$ cat src/rtl/aes256_stream_master.sv
// ---------------------------------------------------------------------------
// aes256_stream_master
//
// Bus initiator for the AES-256 co-processor register socket. When a job
// starts, the block first resets the co-processor. It then programs the
// nonce and the key and sets run. After that it moves payload words from a
// valid/ready source into the co-processor input FIFO (register 13). Result
// words come back from register 14 and go to a valid/ready sink. At the end
// of the job it clears run and pulses done.
//
// Ports:
//   clock, reset          system clock, asynchronous active-high reset
//   start                 begin a job (sampled only while idle)
//   num_blocks            number of 128-bit blocks, latched on start
//   key_in, nonce_in      AES key and initial counter, latched on start
//   in_data/in_valid/in_ready     payload word source
//   out_data/out_valid/out_ready  result word sink (single holding register)
//   busy                  high whenever a job is in progress
//   done                  one-cycle pulse at the end of a job
//   cop_addr/cop_wdata/cop_write_en  co-processor register bus (outgoing)
//   cop_rdata             co-processor read data, combinational from cop_addr
// ---------------------------------------------------------------------------
module aes256_stream_master #(
    parameter int CNTW = 16
) (
    input  logic            clock,
    input  logic            reset,
    input  logic            start,
    input  logic [CNTW-1:0] num_blocks,
    input  logic [255:0]    key_in,
    input  logic [127:0]    nonce_in,
    input  logic [31:0]     in_data,
    input  logic            in_valid,
    output logic            in_ready,
    output logic [31:0]     out_data,
    output logic            out_valid,
    input  logic            out_ready,
    output logic            busy,
    output logic            done,
    output logic [3:0]      cop_addr,
    output logic [31:0]     cop_wdata,
    output logic            cop_write_en,
    input  logic [31:0]     cop_rdata
);

    typedef enum logic [3:0] {
        IDLE,
        CRST,
        CREL,
        NONCE,
        KEY,
        RUN,
        POLL,
        PEEK,
        POP,
        PUSH,
        STOP,
        DONE
    } state_t;

    state_t state;
    state_t next_state;

    logic [2:0]      idx;
    logic [255:0]    key_q;
    logic [127:0]    nonce_q;
    logic [CNTW+1:0] total;
    logic [CNTW+1:0] pushed;
    logic [CNTW+1:0] popped;

    // State register.
    always_ff @(posedge clock or posedge reset) begin
        if (reset) begin
            state <= IDLE;
        end else begin
            state <= next_state;
        end
    end

    // Job context. The key, the nonce and the word total are captured on an
    // accepted start. idx walks through the nonce and key words. The two word
    // counters track how far the job has got in each direction.
    always_ff @(posedge clock or posedge reset) begin
        if (reset) begin
            key_q   <= '0;
            nonce_q <= '0;
            total   <= '0;
            pushed  <= '0;
            popped  <= '0;
            idx     <= '0;
        end else begin
            if (state == IDLE && start) begin
                key_q   <= key_in;
                nonce_q <= nonce_in;
                total   <= {num_blocks, 2'b00};
                pushed  <= '0;
                popped  <= '0;
            end
            if (state == PUSH) begin
                pushed <= pushed + 1'b1;
            end
            if (state == POP) begin
                popped <= popped + 1'b1;
            end
            if ((state == NONCE && idx == 3'd3) || (state == KEY && idx == 3'd7)) begin
                idx <= '0;
            end else if (state == NONCE || state == KEY) begin
                idx <= idx + 3'd1;
            end else begin
                idx <= '0;
            end
        end
    end

    // Single result holding register. PEEK loads it. A sink handshake empties
    // it, whatever the FSM is doing. POLL never enters PEEK while the
    // register is full, so a load and a drain never happen in the same cycle.
    always_ff @(posedge clock or posedge reset) begin
        if (reset) begin
            out_data  <= '0;
            out_valid <= 1'b0;
        end else if (state == PEEK) begin
            out_data  <= cop_rdata;
            out_valid <= 1'b1;
        end else if (out_valid && out_ready) begin
            out_valid <= 1'b0;
        end
    end

    // Next-state logic. In POLL, popping comes before pushing. A full output
    // side must drain, otherwise the co-processor can stall with its input
    // FIFO full.
    always_comb begin
        next_state = state;
        case (state)
            IDLE: begin
                if (start) begin
                    next_state = (num_blocks == '0) ? DONE : CRST;
                end
            end
            CRST:  next_state = CREL;
            CREL:  next_state = NONCE;
            NONCE: if (idx == 3'd3) next_state = KEY;
            KEY:   if (idx == 3'd7) next_state = RUN;
            RUN:   next_state = POLL;
            POLL: begin
                if (popped == total) begin
                    next_state = STOP;
                end else if (!cop_rdata[27] && !out_valid && popped < total) begin
                    next_state = PEEK;
                end else if (!cop_rdata[30] && in_valid && pushed < total) begin
                    next_state = PUSH;
                end
            end
            PEEK:    next_state = POP;
            POP:     next_state = POLL;
            PUSH:    next_state = POLL;
            STOP:    next_state = DONE;
            DONE:    next_state = IDLE;
            default: next_state = IDLE;
        endcase
    end

    // Bus and handshake outputs. Exactly one bus access happens per cycle.
    // States that only read, such as POLL and PEEK, just present an address.
    always_comb begin
        cop_addr     = '0;
        cop_wdata    = '0;
        cop_write_en = 1'b0;
        in_ready     = 1'b0;
        done         = 1'b0;
        case (state)
            CRST: begin
                cop_wdata    = 32'd2;
                cop_write_en = 1'b1;
            end
            CREL: begin
                cop_write_en = 1'b1;
            end
            NONCE: begin
                cop_addr     = 4'd1 + {1'b0, idx};
                cop_wdata    = nonce_q[{idx[1:0], 5'd0} +: 32];
                cop_write_en = 1'b1;
            end
            KEY: begin
                cop_addr     = 4'd5 + {1'b0, idx};
                cop_wdata    = key_q[{idx, 5'd0} +: 32];
                cop_write_en = 1'b1;
            end
            RUN: begin
                cop_wdata    = 32'd1;
                cop_write_en = 1'b1;
            end
            PEEK: begin
                cop_addr = 4'd14;
            end
            POP: begin
                cop_addr     = 4'd14;
                cop_write_en = 1'b1;
            end
            PUSH: begin
                cop_addr     = 4'd13;
                cop_wdata    = in_data;
                cop_write_en = 1'b1;
                in_ready     = 1'b1;
            end
            STOP: begin
                cop_write_en = 1'b1;
            end
            DONE: begin
                done = 1'b1;
            end
            default: begin
            end
        endcase
    end

    assign busy = (state != IDLE);

endmodule

$ cat config.mk
export PLATFORM = sky130hd
export DESIGN_NAME = aes256_stream_master
export DESIGN_NICKNAME = d
export VERILOG_FILES = /design/src/rtl/aes256_stream_master.sv
export SDC_FILE = /design/constraint.sdc
export NUM_CORES = 1
export LEC_CHECK = 0
export CAP_MARGIN = 0
export CORE_UTILIZATION = 45
export DETAILED_ROUTE_END_ITERATION = 7
export PLACE_DENSITY = 0.82
export SLEW_MARGIN = 20
export SYNTH_ARGS = -nofsm -noshare
export SYNTH_HDL_FRONTEND = slang
export SYNTH_SLANG_ARGS = --single-unit
$ cat constraint.sdc
create_clock -name clock -period 22.7 [get_ports clock]
set_input_delay 5.675 -clock clock [delete_from_list [all_inputs] [get_ports clock]]
set_output_delay 5.675 -clock clock [all_outputs]
set_load 0.01 [all_outputs]
==> out/metrics.cfg, run 1 <==
[clock_network]
post_cts_buffers=0
root_buffer=clkbuf_16
clockBufferDepth=3
cts_sinks=476
clk_latency_ps=600
ctsResizeCount=0
cts_hold_buf=0
htreeDepth=2
cts_tree=yes
cts_buffers=51
clk_pin_slew_ps=50

[yosys]
synth_nets=2859
syn_avg_cell_area_um2=9.46
ys_types=60
yosysWarnings=0
ys_seq_elements=476
ys.flop_type=dfrtp_1
synth.top_cell.area_share=0.535
synth_area_um2=22300
yosysTopAreaCell=dfrtp_1
synth-edff-count=0
synthArstFlopShare=1.00
syn_inst=2352
ys_seq_area_frac=0.535
synth_area_leaders=dfrtp_1 (54%), nand2_1 (20%), mux4_2 (9.7%)

[setup_path]
worstSetupStartpoint=in_data[5]
max_stage_delay_ps=630
crit_fanout=1
slowest_stage=clkdlybuf4s50_1
worst_r2r_startpoint=state[3]
start_kind=input port
cp.required_ps=17020
crit_type=input port to output pin
cp_data_arrival_time_ps=7080
r2r_slack_ps=19080
rr_worst_depth=7
crit_top_cell=clkdlybuf4s50_1
timing.rr.end=key_q[246]
crit_path_cell_trace=clkdlybuf4s50_1, a22oi_1, o21ai_0, clkdlybuf4s50_1
cp-end-kind=output pin
crit_end=cop_wdata[5]

[power_and_ir_drop]
combPwrFrac=0.365
switchingPower_mw=1.33
powerDensity_nw_per_um2=123
ir_drop_mv=0.0686
intPower_mw=2.37
power_frac_seq=0.392
pwr-share-clk=0.243
switching_share=0.360
power_mw=3.70
p_leak_nw=14.4

[placement]
place.detailed.hpwl_um=50400
dp_slack_ps=9950
io_buffers=541
gp_congestion=0.942
placed_area_um2=28100

[floorplanning]
start_util=0.456
die_x_um=224
num_rows=81
core-area_um2=48800
die_area_um2=50400
io_pins=542
die-height_um=224

[timing]
hold_viol_final=0
drv_slew=0
worst_pin_slew_ps=1200
finalCriticalPeriod_ps=12750
fin_skew_ps=21.9
fin_tns_setup_ps=0
finalCritPeriodShare=0.562
setup_slack_ps=9950
rsz0062_at_grt=false
relSlewSlack=0.197
finalSetupViolations=0
whs_ps=471
clock.fmax_mhz=78.4

[drt]
drtIter0Drc=1560
drc=0
via_per_inst=5.35
routed-via-count=18900
detail_route.wl_per_cell_um=19.9
first_pass_iters=6
routed_wl_um=70500
drt.antenna.violating_nets=0

[final_layout]
syn2layout_area_growth_pct=34.9
filler_cell_count=3933
nets=3336
drive_gt1_frac=0.0912
multiInputGateArea_um2=9670
seqCellArea_um2=11900
finalInstanceArea_um2=30000

[global_route]
grt_pass1_vias=19500
grt_max_degree=241
grt-ovfl-total=0
track_usage=0.279
grt_pass1_wl_um=108000
antenna_found_initial=16

[run]
drv_cap=0

[hold_path]
hp-class=flip-flop to flip-flop

[status]
status=finished, final reports clean

## synthesized netlist by cell type, drive strengths merged, types with 21 or more instances
cell type	number
nand2	1214
dfrtp	476
mux4	96
o21ai	92
buf	69
clkbuf	67
mux2i	39
ha	38
nor2	33
mux2	32
nand3	32
a22oi	31
inv	28
a21oi	21
## area by class of cell
| cell class | count | area share |
|---|---|---|
| Antenna cell | 7 | 0.000584 |
| Clock buffer | 68 | 0.0486 |
| Clock inverter | 28 | 0.0126 |
| Inverter | 29 | 0.00392 |
| Multi-Input combinational cell | 1711 | 0.322 |
| Sequential cell | 476 | 0.397 |
| Tap cell | 664 | 0.0277 |
| Timing Repair Buffer | 560 | 0.187 |
## stage by stage
step | util | std cells
2_1_floorplan | - | 2352
5_1_grt | 0.614 | 3541
3_3_place_gp | 0.575 | 3438
3_5_place_dp | 0.575 | 3438
6_report | 0.614 | 3543
4_1_cts | 0.613 | 3534
## worst min path at each step
stage / slack [ps] / startpoint / end / cells past startpoint
floorplan: 440 / key_q[192] / key_q[192] / 2
global placement: 450 / key_q[101] / key_q[101] / 2
detailed placement: 460 / key_q[224] / key_q[224] / 2
CTS: 470 / key_q[224] / key_q[224] / 2
global route: 490 / key_q[92] / key_q[92] / 2
finish: 470 / nonce_q[18] / nonce_q[18] / 2
## flip-flops by register name (all words and copies together), names as in the netlist
| name | count |
|---|---|
| key_q | 256 |
| nonce_q | 128 |
| out_data | 32 |
| popped | 18 |
| pushed | 18 |
| total | 16 |
| state | 4 |
| idx | 3 |
| out_valid | 1 |
## cells by family after synthesis
kind of cell    synth area share
compound gates            0.0453
xor+xnor                 0.00118
fa+ha+maj                 0.0214
buf+inv                   0.0316
flops                      0.535
mux                        0.131
simple gates               0.234
## layout by cell type (no fill, tap or decap), types with 32 or more instances in the layout
cell type / instances
nand2_1: 1210
clkdlybuf4s50_1: 541
dfrtp_1: 474
mux4_2: 96
o21ai_0: 91
clkbuf_16: 51
mux2i_1: 39
ha_1: 38
nand3_1: 32
mux2_2: 32
## critical path, delay by kind of cell
kind | cells | cell delay, ps
buffers and inverters | 2 | 1100
AO/OA/AOI/OAI | 2 | 300
## metal layers
layer  vias up  wire length, um  track usage
met3       222             5320       0.0688
met1      9224            26600        0.327
met4        20             4160        0.158
met2       803            34300        0.469
met5         -              131            0
li1       8680                -            -
## power by group through the flow
stage	clock (mW)	sequential (mW)	combinational, mW
final	0.899	1.45	1.35
after detailed placement	0	1.46	1.35
after global routing	0.951	1.49	1.50
after global placement	0	1.43	1.31
after floorplan	0	1.38	0.891
after CTS	0.920	1.45	1.36
No activity file was read; power rests on OpenSTA's default activity.
==> inputs of run 2 (changes only) <==
Settings changed: PLACE_DENSITY 0.82 to 0.85.
Clock period 22.7 ns to 10.72 ns, I/O delays scaled along.
==> run 2 against run 1 <==
Non-clock buffer count unchanged. Worst setup slack worse by 6500 ps. Clock skew down 3.0 ps. Register-to-register slack worse by 13000 ps. Critical path type is now flip-flop to output pin.
==> out/metrics.cfg, run 2 (same netlist as run 1, synthesis figures left out) <==
[status]
status=finished, final reports clean

[hold_path]
hp-start=nonce_q[4]
hp-class=flip-flop to flip-flop

[floorplanning]
core-area_um2=48800
io_pins=542
die_area_um2=50400
num_rows=81
die-height_um=224
die_x_um=224
start_util=0.456

[global_route]
grt_pass1_vias=19700
grt-ovfl-total=0
antenna_found_initial=16
grt_pass1_wl_um=110000
grt_max_degree=230
track_usage=0.288

[run]
drv_cap=0

[setup_path]
cp.required_ps=8040
slowest_stage=dfrtp_4
worstSetupStartpoint=idx[0]
max_stage_delay_ps=1150
worst_r2r_startpoint=state[3]
cp_num_buf_inv=2
cp-end-kind=output pin
cp_data_arrival_time_ps=4630
crit_path_cell_trace=buf_4, mux4_2, mux2i_1, o21ai_0, clkdlybuf4s50_1
critPathTopFamily=buffers and inverters
start_kind=flip-flop
r2r_slack_ps=6420
crit_fanout=56
crit_type=flip-flop to output pin

[timing]
clock.fmax_mhz=137
finalCritPeriodShare=0.682
relSlewSlack=0.167
finalSetupViolations=0
fin_skew_ps=18.9
setup_slack_ps=3410
finalCriticalPeriod_ps=7310
worst_pin_slew_ps=1250
fin_tns_setup_ps=0
hold_viol_final=0
rsz0062_at_grt=false
drv_slew=0

[final_layout]
syn2layout_area_growth_pct=34.7
fin_cells=3545
finalInstanceArea_um2=30000
layout_commonest_cell=nand2_1
reg_top3=key_q (256), nonce_q (128), out_data (32)
largest_register_ffs=256
nets=3337
seqCellArea_um2=11900
drive_gt1_frac=0.0905
fin_util=0.614
filler_cell_count=3980
largest_register=key_q
layout_common_cells=nand2_1 (1,211), clkdlybuf4s50_1 (541), dfrtp_1 (474), mux4_2 (96), o21ai_0 (91)
multiInputGateArea_um2=9670

[clock_network]
post_cts_buffers=0
cts_tree=yes
clk_latency_ps=600
clk_pin_slew_ps=60
root_buffer=clkbuf_16
clockBufferDepth=3
cts_sinks=476
htreeDepth=2
cts_buffers=52
cts_hold_buf=0
ctsResizeCount=0

[power_and_ir_drop]
intPower_mw=5.01
switching_share=0.364
combPwrFrac=0.365
power_frac_seq=0.393
powerDensity_nw_per_um2=263
pwr-share-clk=0.242
switchingPower_mw=2.87
p_leak_nw=14.3
ir_drop_mv=0.210

[drt]
drc=0
routed-via-count=19100
first_pass_iters=6
detail_route.wl_per_cell_um=20.4
via_per_inst=5.38
drt.antenna.violating_nets=0
drtIter0Drc=1735
routed_wl_um=72300

[placement]
dp_slack_ps=3900
gp_congestion=0.923
io_buffers=541
placed_area_um2=28100
place.detailed.hpwl_um=52000
dpl.cell_count=3440

-- run 2: cell count changes in the layout (fill, tap and decap cells not counted), moves of 2 or more --
| cell | change |
|---|---|
| buf_16 | -2 |
| buf_4 | +2 |
| bufinv_16 | -3 |
| clkbuf_16 | +2 |
| clkbuf_8 | +6 |
| clkinv_2 | -2 |
| clkinv_4 | -2 |
| clkinvlp_4 | +3 |
| inv_6 | -2 |
| inv_8 | -2 |
-- run 2: cell type report --
| cell class | count | share of cell area |
|---|---|---|
| inverters | 29 | 0.00380 |
| multi-input cells | 1711 | 0.322 |
| repair buffers | 560 | 0.187 |
| diodes | 8 | 0.000668 |
| flip-flops and latches | 476 | 0.397 |
| well taps | 664 | 0.0277 |
| clock buffers | 77 | 0.0532 |
| clock inverters | 20 | 0.00822 |
-- run 2: final timing paths --
check	end	cells past startpoint
setup / recovery	cop_wdata[8]	5
hold / removal	nonce_q[4]	2
setup reg to reg	key_q[116]	7
hold reg to reg	nonce_q[4]	2
max in group asynchronous	key_q[105]	4
min in group asynchronous	total[15]	2
-- run 2: through the flow --
step	hold slack (ps)	power, mW
floorplan	440	4.81
global route	488	8.37
global placement	452	5.83
finish	470	7.88
detailed placement	457	5.98
CTS	473	7.92
-- run 2: layer usage --
layer,global-route usage,part of all wire,vias to the layer above,wire (um)
li1,-,-,8681,-
met1,0.346,0.38,9316,27300
met2,0.474,0.48,837,34900
met3,0.0707,0.079,206,5700
met4,0.163,0.058,16,4230
met5,0,0.0017,-,120
-- run 2: worst min-delay path: cells and delay by family (launching register included) --
kind | cells | cell delay (ps)
flip-flops | 1 | 340
AND/OR/NAND/NOR | 2 | 100
-- run 2: power groups by stage --
stage | clock (mW) | sequential, mW | combinational [mW]
2_1_floorplan | 0 | 2.92 | 1.89
3_3_place_gp | 0 | 3.06 | 2.77
3_5_place_dp | 0 | 3.11 | 2.87
4_1_cts | 1.94 | 3.09 | 2.90
5_1_grt | 2.01 | 3.19 | 3.17
6_report | 1.91 | 3.09 | 2.88
==> inputs of run 3 (changes only) <==
Clock period 10.72 ns to 6.1 ns, I/O delays scaled along.
==> run 3 against run 2 <==
Sequential power rose by 78%. Critical path depth stayed put. Core utilization about the same. Register-to-register slack lost 3500 ps. Worst setup slack worse by 2500 ps. Non-clock buffer count rose by 7. Global-route usage rose by 0.14 points. Cell area about the same. Routed wire length is 0.95% higher. Count of clock-buffer cells in the layout decreased by 3. Worst hold slack is essentially flat. Power rose by 75%. Largest cell class unchanged. Largest power group unchanged.
==> out/metrics.cfg, run 3 (same netlist as run 1, synthesis figures left out) <==
[status]
status=finished, final reports clean

[setup_path]
r2r_slack_ps=2880
rr_worst_depth=6
crit_type=flip-flop to output pin
crit_path_cell_trace=buf_4, mux4_2, mux2i_1, o21ai_0, clkdlybuf4s50_1
timing.rr.end=key_q[233]
crit_fanout=46
cp_data_arrival_time_ps=3700
cp-end-kind=output pin
cp.required_ps=4580
worst_r2r_startpoint=state[3]
start_kind=flip-flop
slowest_stage=dfrtp_4
critPathTopFamily=flip-flops
max_stage_delay_ps=1000
cp_num_buf_inv=2

[timing]
finalSetupViolations=0
hold_viol_final=0
setup_slack_ps=873
whs_ps=470
fin_tns_setup_ps=0
rsz0062_at_grt=false
finalCriticalPeriod_ps=5230
clock.fmax_mhz=191
worst_pin_slew_ps=1080
relSlewSlack=0.277
finalCritPeriodShare=0.857
drv_slew=0
fin_skew_ps=17.6

[final_layout]
drive_gt1_frac=0.0898
syn2layout_area_growth_pct=34.7
fin_util=0.614
layout_common_cells=nand2_1 (1,211), clkdlybuf4s50_1 (541), dfrtp_1 (474), mux4_2 (96), o21ai_0 (91)
filler_cell_count=3914
reg_top3=key_q (256), nonce_q (128), out_data (32)
largest_register_ffs=256
largest_register=key_q
layout_commonest_cell=nand2_1
fin_cells=3540
finalInstanceArea_um2=30000
nets=3342

[floorplanning]
die_area_um2=50400
die-height_um=224
start_util=0.456
num_rows=81
die_x_um=224
core-area_um2=48800
io_pins=542

[placement]
dp_slack_ps=1420
placed_area_um2=28200
gp_congestion=0.970
dpl.cell_count=3447
place.detailed.hpwl_um=53800
io_buffers=541

[run]
drv_cap=0

[global_route]
antenna_found_initial=4
grt_pass1_wl_um=110000
grt-ovfl-total=0
grt_max_degree=179
grt_pass1_vias=19500
track_usage=0.289

[hold_path]
min_path_cells=2
min_to=nonce_q[40]
hp-start=nonce_q[40]
hp-class=flip-flop to flip-flop

[clock_network]
cts_tree=yes
post_cts_buffers=0
clockBufferDepth=3
root_buffer=clkbuf_16
cts_hold_buf=0
cts_sinks=476
ctsResizeCount=0
cts_buffers=50
htreeDepth=2
clk_latency_ps=580
clk_pin_slew_ps=60

[power_and_ir_drop]
p_leak_nw=14.3
powerDensity_nw_per_um2=460
power_mw=13.8
ir_drop_mv=0.243

[drt]
drtIter0Drc=1939
via_per_inst=5.47
detail_route.wl_per_cell_um=20.6
first_pass_iters=6
routed-via-count=19400
drc=0
drt.antenna.violating_nets=0
routed_wl_um=73000

## run 3: cell types whose count changed in the layout (fill, tap and decap cells not counted), sizes merged
cell,delta
clkbuf,-3
buf,+7
bufinv,-1
clkinvlp,-2
clkinv,+1
inv,-1
diode,-6
## run 3: layer usage
| metal | share of wire | global-route usage |
|---|---|---|
| met5 | 0.00027 | 0 |
| met4 | 0.052 | 0.146 |
| met3 | 0.088 | 0.0605 |
| met2 | 0.49 | 0.491 |
| met1 | 0.37 | 0.349 |
## run 3: worst max path at each step
stage	slack, ps	end	cells past startpoint	start
2_1_floorplan	-1870	idx[0]	1	reset
3_3_place_gp	1410	cop_wdata[15]	5	idx[0]
3_5_place_dp	1420	cop_wdata[13]	5	idx[0]
4_1_cts	760	cop_wdata[13]	5	idx[0]
5_1_grt	640	cop_wdata[13]	5	idx[0]
6_report	870	cop_wdata[13]	5	idx[0]
## run 3: worst reg2reg max path: cells and delay by family, from the launching register on
kind | cells | cell delay, ps
buffers and inverters | 2 | 820
flip-flops | 1 | 580
AND/OR/NAND/NOR | 4 | 1770
## run 3: layout make-up
class,instances,area (um2),area share
clock inverters,17,196,0.00655
repair buffers,567,5720,0.191
clock buffers,74,1530,0.0509
well taps,664,831,0.0277
inverters,29,114,0.00380
diodes,2,5.00,0.000167
multi-input cells,1711,9660,0.322
flip-flops and latches,476,11900,0.398
## run 3: where the power goes
part	internal (mW)	switching [mW]	total (mW)
sequential	4.55	0.946	5.49
combinational	2.27	2.85	5.12
clock	1.90	1.29	3.18
total	8.71	5.08	13.8
